===== src/rtl/cdb_arbiter_if.sv =====
// cdb_arbiter_if: requester handshake and CDB bundle between execution units and the ROB writeback arbiter
interface cdb_arbiter_if #(
  parameter int NREQ      = 4,
  parameter int WORD_W    = 32,
  parameter int ADDR_W    = 32,
  parameter int ROB_IDX_W = 4,
  parameter int SRC_W     = 2
);
  logic                      rdy_in;
  logic                      clear_branch_in;
  logic [NREQ-1:0]           req_valid_in;
  logic [NREQ-1:0]           req_ready_out;
  logic [NREQ*ROB_IDX_W-1:0] req_rob_pos_in;
  logic [NREQ*WORD_W-1:0]    req_res_in;
  logic [NREQ-1:0]           req_jump_en_in;
  logic [NREQ*ADDR_W-1:0]    req_jump_a_in;
  logic                      cdb_en_out;
  logic [ROB_IDX_W-1:0]      cdb_rob_pos_out;
  logic [WORD_W-1:0]         cdb_res_out;
  logic                      cdb_jump_en_out;
  logic [ADDR_W-1:0]         cdb_jump_a_out;
  logic [SRC_W-1:0]          cdb_src_out;
  logic [3:0]                pending_out;
  modport master (
    output rdy_in, clear_branch_in, req_valid_in, req_rob_pos_in, req_res_in, req_jump_en_in, req_jump_a_in,
    input  req_ready_out, cdb_en_out, cdb_rob_pos_out, cdb_res_out, cdb_jump_en_out, cdb_jump_a_out,
           cdb_src_out, pending_out
  );
  modport slave (
    input  rdy_in, clear_branch_in, req_valid_in, req_rob_pos_in, req_res_in, req_jump_en_in, req_jump_a_in,
    output req_ready_out, cdb_en_out, cdb_rob_pos_out, cdb_res_out, cdb_jump_en_out, cdb_jump_a_out,
           cdb_src_out, pending_out
  );
endinterface


===== src/rtl/cdb_arbiter.sv =====
// cdb_arbiter: round-robin share of the ROB writeback port among NREQ one-entry holding buffers, registered CDB output
module cdb_arbiter #(
  parameter int NREQ      = 4,
  parameter int WORD_W    = 32,
  parameter int ADDR_W    = 32,
  parameter int ROB_IDX_W = 4,
  parameter int SRC_W     = 2
) (
  input  logic         clk_in,
  input  logic         rst_n_in,
  cdb_arbiter_if.slave bus
);
  logic [NREQ-1:0]                buf_v, buf_je, grant, ready, accept;
  logic [NREQ-1:0][ROB_IDX_W-1:0] buf_pos;
  logic [NREQ-1:0][WORD_W-1:0]    buf_res;
  logic [NREQ-1:0][ADDR_W-1:0]    buf_ja;
  logic [SRC_W-1:0]               rr_ptr, gnt_idx, lo_idx, hi_idx, cdb_src;
  logic                           found, hi_found, cdb_en, cdb_je;
  logic [ROB_IDX_W-1:0]           cdb_pos;
  logic [WORD_W-1:0]              cdb_res;
  logic [ADDR_W-1:0]              cdb_ja;
  // descending scan leaves the lowest valid index overall and the lowest at or above rr_ptr
  always_comb begin
    found = 1'b0;
    hi_found = 1'b0;
    lo_idx = '0;
    hi_idx = '0;
    for (int i = NREQ - 1; i >= 0; i--) begin
      if (buf_v[i]) begin
        found = 1'b1;
        lo_idx = SRC_W'(i);
        if (i >= int'(rr_ptr)) begin
          hi_found = 1'b1;
          hi_idx = SRC_W'(i);
        end
      end
    end
    gnt_idx = hi_found ? hi_idx : lo_idx;
    grant = found ? (NREQ'(1) << gnt_idx) : '0;
  end
  assign ready  = {NREQ{rst_n_in && bus.rdy_in && !bus.clear_branch_in}} & (~buf_v | grant);
  assign accept = ready & bus.req_valid_in;
  always_ff @(posedge clk_in or negedge rst_n_in) begin
    if (!rst_n_in) begin
      buf_v <= '0;
      buf_je <= '0;
      buf_pos <= '0;
      buf_res <= '0;
      buf_ja <= '0;
      rr_ptr <= '0;
      cdb_en <= 1'b0;
      cdb_pos <= '0;
      cdb_res <= '0;
      cdb_je <= 1'b0;
      cdb_ja <= '0;
      cdb_src <= '0;
    end else if (bus.rdy_in) begin
      if (bus.clear_branch_in) begin
        buf_v <= '0;
        cdb_en <= 1'b0;
        rr_ptr <= '0;
      end else begin
        cdb_en <= found;
        if (found) begin
          cdb_pos <= buf_pos[gnt_idx];
          cdb_res <= buf_res[gnt_idx];
          cdb_je <= buf_je[gnt_idx];
          cdb_ja <= buf_ja[gnt_idx];
          cdb_src <= gnt_idx;
          rr_ptr <= (int'(gnt_idx) == NREQ - 1) ? '0 : gnt_idx + 1'b1;
        end
        for (int i = 0; i < NREQ; i++) begin
          if (accept[i]) begin
            buf_v[i] <= 1'b1;
            buf_pos[i] <= bus.req_rob_pos_in[i*ROB_IDX_W +: ROB_IDX_W];
            buf_res[i] <= bus.req_res_in[i*WORD_W +: WORD_W];
            buf_je[i] <= bus.req_jump_en_in[i];
            buf_ja[i] <= bus.req_jump_a_in[i*ADDR_W +: ADDR_W];
          end else if (grant[i]) begin
            buf_v[i] <= 1'b0;
          end
        end
      end
    end
  end
  assign bus.req_ready_out   = ready;
  assign bus.pending_out     = 4'($countones(buf_v));
  assign bus.cdb_en_out      = cdb_en;
  assign bus.cdb_rob_pos_out = cdb_pos;
  assign bus.cdb_res_out     = cdb_res;
  assign bus.cdb_jump_en_out = cdb_je;
  assign bus.cdb_jump_a_out  = cdb_ja;
  assign bus.cdb_src_out     = cdb_src;
endmodule


===== src/flat_wrapper.sv =====
// flat-port wrapper written by rule: the top's interface ports become plain ports
module cdb_arbiter_flat 
#(
  parameter int NREQ      = 4,
  parameter int WORD_W    = 32,
  parameter int ADDR_W    = 32,
  parameter int ROB_IDX_W = 4,
  parameter int SRC_W     = 2
)
  (clk_in, rst_n_in, bus_rdy_in, bus_clear_branch_in, bus_req_valid_in, bus_req_rob_pos_in, bus_req_res_in, bus_req_jump_en_in, bus_req_jump_a_in, bus_req_ready_out, bus_cdb_en_out, bus_cdb_rob_pos_out, bus_cdb_res_out, bus_cdb_jump_en_out, bus_cdb_jump_a_out, bus_cdb_src_out, bus_pending_out);
  cdb_arbiter_if #(.NREQ(NREQ), .WORD_W(WORD_W), .ADDR_W(ADDR_W), .ROB_IDX_W(ROB_IDX_W), .SRC_W(SRC_W)) bus_i ();
  input  logic clk_in;
  input  logic rst_n_in;
  input wire logic [$bits(bus_i.rdy_in)-1:0] bus_rdy_in;
  input wire logic [$bits(bus_i.clear_branch_in)-1:0] bus_clear_branch_in;
  input wire logic [$bits(bus_i.req_valid_in)-1:0] bus_req_valid_in;
  input wire logic [$bits(bus_i.req_rob_pos_in)-1:0] bus_req_rob_pos_in;
  input wire logic [$bits(bus_i.req_res_in)-1:0] bus_req_res_in;
  input wire logic [$bits(bus_i.req_jump_en_in)-1:0] bus_req_jump_en_in;
  input wire logic [$bits(bus_i.req_jump_a_in)-1:0] bus_req_jump_a_in;
  output wire logic [$bits(bus_i.req_ready_out)-1:0] bus_req_ready_out;
  output wire logic [$bits(bus_i.cdb_en_out)-1:0] bus_cdb_en_out;
  output wire logic [$bits(bus_i.cdb_rob_pos_out)-1:0] bus_cdb_rob_pos_out;
  output wire logic [$bits(bus_i.cdb_res_out)-1:0] bus_cdb_res_out;
  output wire logic [$bits(bus_i.cdb_jump_en_out)-1:0] bus_cdb_jump_en_out;
  output wire logic [$bits(bus_i.cdb_jump_a_out)-1:0] bus_cdb_jump_a_out;
  output wire logic [$bits(bus_i.cdb_src_out)-1:0] bus_cdb_src_out;
  output wire logic [$bits(bus_i.pending_out)-1:0] bus_pending_out;
  assign bus_i.rdy_in = bus_rdy_in;
  assign bus_i.clear_branch_in = bus_clear_branch_in;
  assign bus_i.req_valid_in = bus_req_valid_in;
  assign bus_i.req_rob_pos_in = bus_req_rob_pos_in;
  assign bus_i.req_res_in = bus_req_res_in;
  assign bus_i.req_jump_en_in = bus_req_jump_en_in;
  assign bus_i.req_jump_a_in = bus_req_jump_a_in;
  assign bus_req_ready_out = bus_i.req_ready_out;
  assign bus_cdb_en_out = bus_i.cdb_en_out;
  assign bus_cdb_rob_pos_out = bus_i.cdb_rob_pos_out;
  assign bus_cdb_res_out = bus_i.cdb_res_out;
  assign bus_cdb_jump_en_out = bus_i.cdb_jump_en_out;
  assign bus_cdb_jump_a_out = bus_i.cdb_jump_a_out;
  assign bus_cdb_src_out = bus_i.cdb_src_out;
  assign bus_pending_out = bus_i.pending_out;
  cdb_arbiter #(.NREQ(NREQ), .WORD_W(WORD_W), .ADDR_W(ADDR_W), .ROB_IDX_W(ROB_IDX_W), .SRC_W(SRC_W)) u_core (.clk_in(clk_in), .rst_n_in(rst_n_in), .bus(bus_i));
endmodule

===== config.mk =====
export PLATFORM = sky130hd
export DESIGN_NAME = cdb_arbiter_flat
export DESIGN_NICKNAME = d
export VERILOG_FILES = /design/src/rtl/cdb_arbiter_if.sv /design/src/rtl/cdb_arbiter.sv /design/src/flat_wrapper.sv
export SDC_FILE = /design/constraint.sdc
export NUM_CORES = 1
export LEC_CHECK = 0
export CORE_AREA = 3 3 228 141
export DETAILED_ROUTE_END_ITERATION = 16
export DIE_AREA = 0 0 231 144
export PLACE_DENSITY = 0.76
export SETUP_SLACK_MARGIN = 0.02
export SLEW_MARGIN = 15
export SYNTH_ARGS = -nofsm -noshare
export SYNTH_HDL_FRONTEND = slang
export SYNTH_SLANG_ARGS = --single-unit

===== constraint.sdc =====
create_clock -name clk_in -period 3.3 [get_ports clk_in]
set_input_delay 0.66 -clock clk_in [delete_from_list [all_inputs] [get_ports clk_in]]
set_output_delay 0.66 -clock clk_in [all_outputs]
set_load 0.01 [all_outputs]

==> results by stage, run 1 <==
Cells and area:
- The final design area excluding fillers is 20,400 um2.
- The net count reported at finish is 1,722.
- The final instance count without filler cells is 1,865.
- In the final layout, the share of cells above drive strength 1 is 27.5%.
- The post-synthesis to final-layout area growth is 35.9%.

Global route:
- In the global route stage, overall resource usage came out at 27.5%.
- Entering global routing, the biggest net connects 140 pins.
- Summed over all layers, the global routing overflow is 0.
- The first-pass GRT wire length is 69.2 mm.
- The number of global-route vias before repair is 11,500.
- The initial antenna violation count is 7.

Logic synthesis:
- Averaged over all synthesized cells, the footprint is 14.1 um2.
- In the post-synthesis netlist, the biggest area contributors are sky130_fd_sc_hd__dfrtp_1 (59%), sky130_fd_sc_hd__mux2_2 (20%), sky130_fd_sc_hd__mux2i_1 (4.6%), sky130_fd_sc_hd__o221ai_1 (2.3%), sky130_fd_sc_hd__a22oi_1 (2.0%).
- The number of warnings issued by yosys is 0.
- The synthesized instance count is 1,064.
- Of the post-synthesis cell area, the dominant cell type holds 58.9%.
- The largest total area in the synthesized netlist belongs to sky130_fd_sc_hd__dfrtp_1.
- The post-synthesis cell area is 15,000 um2.
- The fraction of the yosys area taken by sequential cells is 58.9%.
- The register bit count reported by yosys is 354.
- The number of nets produced by synthesis is 1,357.
- The number of different library cells in the post-synthesis netlist is 45.

Drt:
- The average via count per standard cell is 5.77.
- Across all layers, the routed design uses 10,800 vias.
- After the first detailed-routing iteration, the DRC count stood at 714.
- In this run the remaining antenna-violating nets after routing total 0.
- The detailed-route wire length per cell is 24.7 um.
- For this run, design rule violations remaining after detail routing come to 0.
- The overall routed net length is 46.1 mm.
- The number of iterations in the first detailed-routing pass is 5.

Floorplanning:
- The region available for standard cell placement spans 29,900 um2.
- The number of top-level design ports is 364.
- From left edge to right edge, the die measures 231 um.
- Once the floorplan was initialized, standard cells occupied 50.3% of the core.
- The floorplan step defined a die boundary enclosing 33,300 um2.
- The floorplan has 49 rows.
- The vertical die dimension is 144 um.

Clock network:
- The clock network latency to the later pin of the worst-skew pair is 0.52 ns.
- The root buffer cell is sky130_fd_sc_hd__clkbuf_16.
- The longest clock path from root to sink contains 3 buffers.
- The CTS buffer count is 34.
- The clock drives 354 sinks.
- Clock-pin slew was measured on the worst setup and hold paths at 0.07 ns.
- The CTS tree is built.
- The CTS H-tree depth is 2.

Setup path:
- Together, buffers and inverters on the worst path number 3.
- The worst register-to-register path has a setup slack of 0.57 ns.
- The slowest stage of the critical path is the sky130_fd_sc_hd__dfrtp_1 cell.
- The data arrival at the endpoint of the critical path is 2.47 ns.
- Measured in cells, the most critical reg-to-reg path has a length of 10.
- Of all nets on the critical path, the largest fanout is 4.
- STA classifies the critical path startpoint as a register.
- The worst register-to-register path begins at u_core.buf_v[3].
- The kind of capture point of the worst setup path is an output port.
- STA puts the critical path data required time at 2.64 ns.
- The largest stage delay on the critical path is 0.39 ns.
- Grouping stages by cell kind, the critical path spends the most delay in compound AO/OA/AOI/OAI gates.
- The signal on the critical path passes through inv_2 > ha_1 > nand2b_1 > a32oi_2 > o21ai_4 > inv_2 > ha_1 > o21a_1 > dlygate4sd2_1.
- The endpoint identified for the worst register-to-register timing path is u_core.buf_res[61].
- The critical path is of the reg -> out type.

Hold path:
- The end point of the worst hold path is u_core.bus.cdb_en_out.
- The path type of the worst min-delay path is reg -> reg.
- The launch point of the worst hold path is u_core.bus.cdb_en_out.
- The number of cells on the worst hold path is 1.

Power and ir drop:
- In this run the power density over the cells is 829 nW/um2.
- The overall power consumption is 0.0169 W.
- The peak supply drop is 0.459 mV.
- For this design the static power due to leakage is 8.82 nW.

Placed design:
- The global placement routability congestion is 0.874.
- After legalization and detailed placement, the total HPWL measured 31.2 mm.
- The total placed instance area is 19,200 um2.
- At the placement stage, the worst setup path has a slack of 0.189 ns.
- The post-placement cell count is 1,794.
- The count of port buffers added during placement is 362.

Timing:
- The number of hold violations in the final report is 0.
- Setup violations remaining at the end of the flow were counted as 0.
- The max-slew violation total from the final report is 0.
- On the final layout, the worst clock skew is 0.0164 ns.
- Of the available clock period, the critical path in the final layout requires 94.9%.
- Measured against its own limit, the worst slew margin works out to 25.1%.
- The aggregate negative setup slack is 0 ns.
- Setup repair after global routing left no endpoint under its margin.
- The setup slack of the critical path after layout is 0.167 ns.
- Derived from the worst setup path, the maximum achievable clock frequency is 319 MHz.
- Counting I/O delays and the setup requirement, the final critical path takes 3.13 ns.
- The actual transition at the worst max-transition pin is 1.12 ns.

Run status:
- The flow ran to the end, and the final reports show no timing, DRC or antenna violations.

Job:
- The count of maximum capacitance violations is 0.
[sequential cells by signal (all words and copies together), names as in the netlist]
register	cells
u_core.bus.cdb_en_out	1
u_core.buf_res	128
u_core.buf_je	4
u_core.bus.cdb_rob_pos_out	4
u_core.buf_ja	128
u_core.bus.cdb_res_out	32
u_core.buf_v	4
u_core.rr_ptr	2
u_core.buf_pos	16
u_core.bus.cdb_jump_a_out	32
u_core.bus.cdb_jump_en_out	1
u_core.bus.cdb_src_out	2
[worst max path at each step]
| stage | start | to | slack, ns | cells after the start |
|---|---|---|---|---|
| after CTS | u_core.rr_ptr[1] | bus_req_ready_out[2] | 0.03 | 6 |
| after global routing | u_core.buf_v[2] | bus_req_ready_out[3] | 0.04 | 11 |
| after floorplan | u_core.buf_v[2] | u_core.buf_ja[100] | 0.35 | 13 |
| final | u_core.buf_v[2] | bus_req_ready_out[1] | 0.17 | 9 |
| after global placement | u_core.buf_v[2] | bus_req_ready_out[3] | 0.25 | 11 |
| after detailed placement | u_core.buf_v[2] | bus_req_ready_out[3] | 0.19 | 11 |
[logic make-up after synthesis]
| group | synth area share, % |
|---|---|
| DFF | 58.9 |
| other | 0.0249 |
| muxes | 25.5 |
| adders and majority gates | 0.799 |
| and+or+nand+nor | 2.96 |
| buffers and inverters | 3.05 |
| AOI/OAI and AO/OA | 8.74 |
[power breakdown]
part           internal [W]  leakage, nW  switching [W]
Clock               0.00246        0.591        0.00168
Combinational       0.00309         3.97        0.00276
Sequential          0.00600         4.26       0.000955
Total                0.0115         8.82        0.00540
[what timing repair did]
item | 4_1_cts | 5_1_grt
setup buffers | 6 | 0
hold endpoints to repair | 14 | 0
pin swaps | 3 | 1
endpoints found under the setup margin | 4 | 3
gates resized for setup | 11 | 5
cloned | 0 | 0
hold buffers | 1 | 0
[layer usage]
layer / GRT usage, % / vias up / wire [um]
met4: 8.37 / 8 / 1200
met3: 8.54 / 84 / 4150
met2: 43.4 / 436 / 21100
met5: 0 / - / 52
met1: 36.9 / 5549 / 19600
li1: - / 4690 / -
[cells in the final DEF (no fill, tap or decap), types with 3 or more instances in the layout]
cell type and instances:
sky130_fd_sc_hd__buf_4 36, sky130_fd_sc_hd__o221ai_1 39, sky130_fd_sc_hd__clkbuf_16 37, sky130_fd_sc_hd__diode_2 3, sky130_fd_sc_hd__o22ai_1 30, sky130_fd_sc_hd__bufinv_16 3
sky130_fd_sc_hd__nor2_1 34, sky130_fd_sc_hd__mux2i_1 69, sky130_fd_sc_hd__clkdlybuf4s50_1 356, sky130_fd_sc_hd__mux2_2 266, sky130_fd_sc_hd__ha_1 7, sky130_fd_sc_hd__inv_1 3
sky130_fd_sc_hd__o21ai_0 7, sky130_fd_sc_hd__clkinv_2 6, sky130_fd_sc_hd__mux2_4 10, sky130_fd_sc_hd__nand2b_1 3, sky130_fd_sc_hd__dfrtp_1 351, sky130_fd_sc_hd__a21oi_1 5
sky130_fd_sc_hd__clkbuf_8 8, sky130_fd_sc_hd__buf_12 6, sky130_fd_sc_hd__nand2_1 51, sky130_fd_sc_hd__a221oi_1 29, sky130_fd_sc_hd__clkbuf_1 6, sky130_fd_sc_hd__dfrtp_2 3
sky130_fd_sc_hd__a22oi_1 40
[through the flow]
| stage | hold slack (ns) | util (%) |
|---|---|---|
| after floorplan | 0.364 | - |
| after global placement | 0.462 | 64.0 |
| after detailed placement | 0.472 | 64.0 |
| after CTS | 0.486 | 68.3 |
| after global routing | 0.510 | 68.3 |
| final | 0.481 | 68.3 |
[cell type report]
type                    count  area, um2
fillers                  2203       9480
clock inverters            10        129
diodes                      3       7.51
inverters                   6       25.0
repair buffers            405       4030
flip-flops and latches    354       8860
multi-input cells         628       5820
clock buffers              51       1060
well taps                 408        510
[synthesized netlist by cell type (all sizes together)]
library cell / instances
o221ai: 39
dfrtp: 354
a311oi: 1
o21ai: 10
and2: 1
clkbuf: 20
inv: 6
mux2: 276
nand2: 54
nor3b: 1
a211oi: 1
nand3b: 2
a22o: 2
a21o: 3
a32oi: 2
a211o: 2
o21a: 1
o31ai: 1
ha: 8
nand3: 2
or3b: 1
and4: 1
and3b: 1
buf: 56
a221oi: 30
nor3: 2
conb: 1
fa: 1
a22oi: 41
o22ai: 30
a21oi: 6
nand2b: 3
nor2: 36
mux2i: 69
(Power assumes the default switching activity.)
==> inputs of run 2 (changes only) <==
--- a/config.mk
+++ b/config.mk
@@ -6,6 +6,7 @@
 export NUM_CORES = 1
 export LEC_CHECK = 0
 export CORE_AREA = 3 3 228 141
+export CTS_CLUSTER_SIZE = 25
 export DETAILED_ROUTE_END_ITERATION = 16
 export DIE_AREA = 0 0 231 144
 export PLACE_DENSITY = 0.76
==> results of run 2 <==
No change in the layout: final DEF, timing and power equal those of run 1.
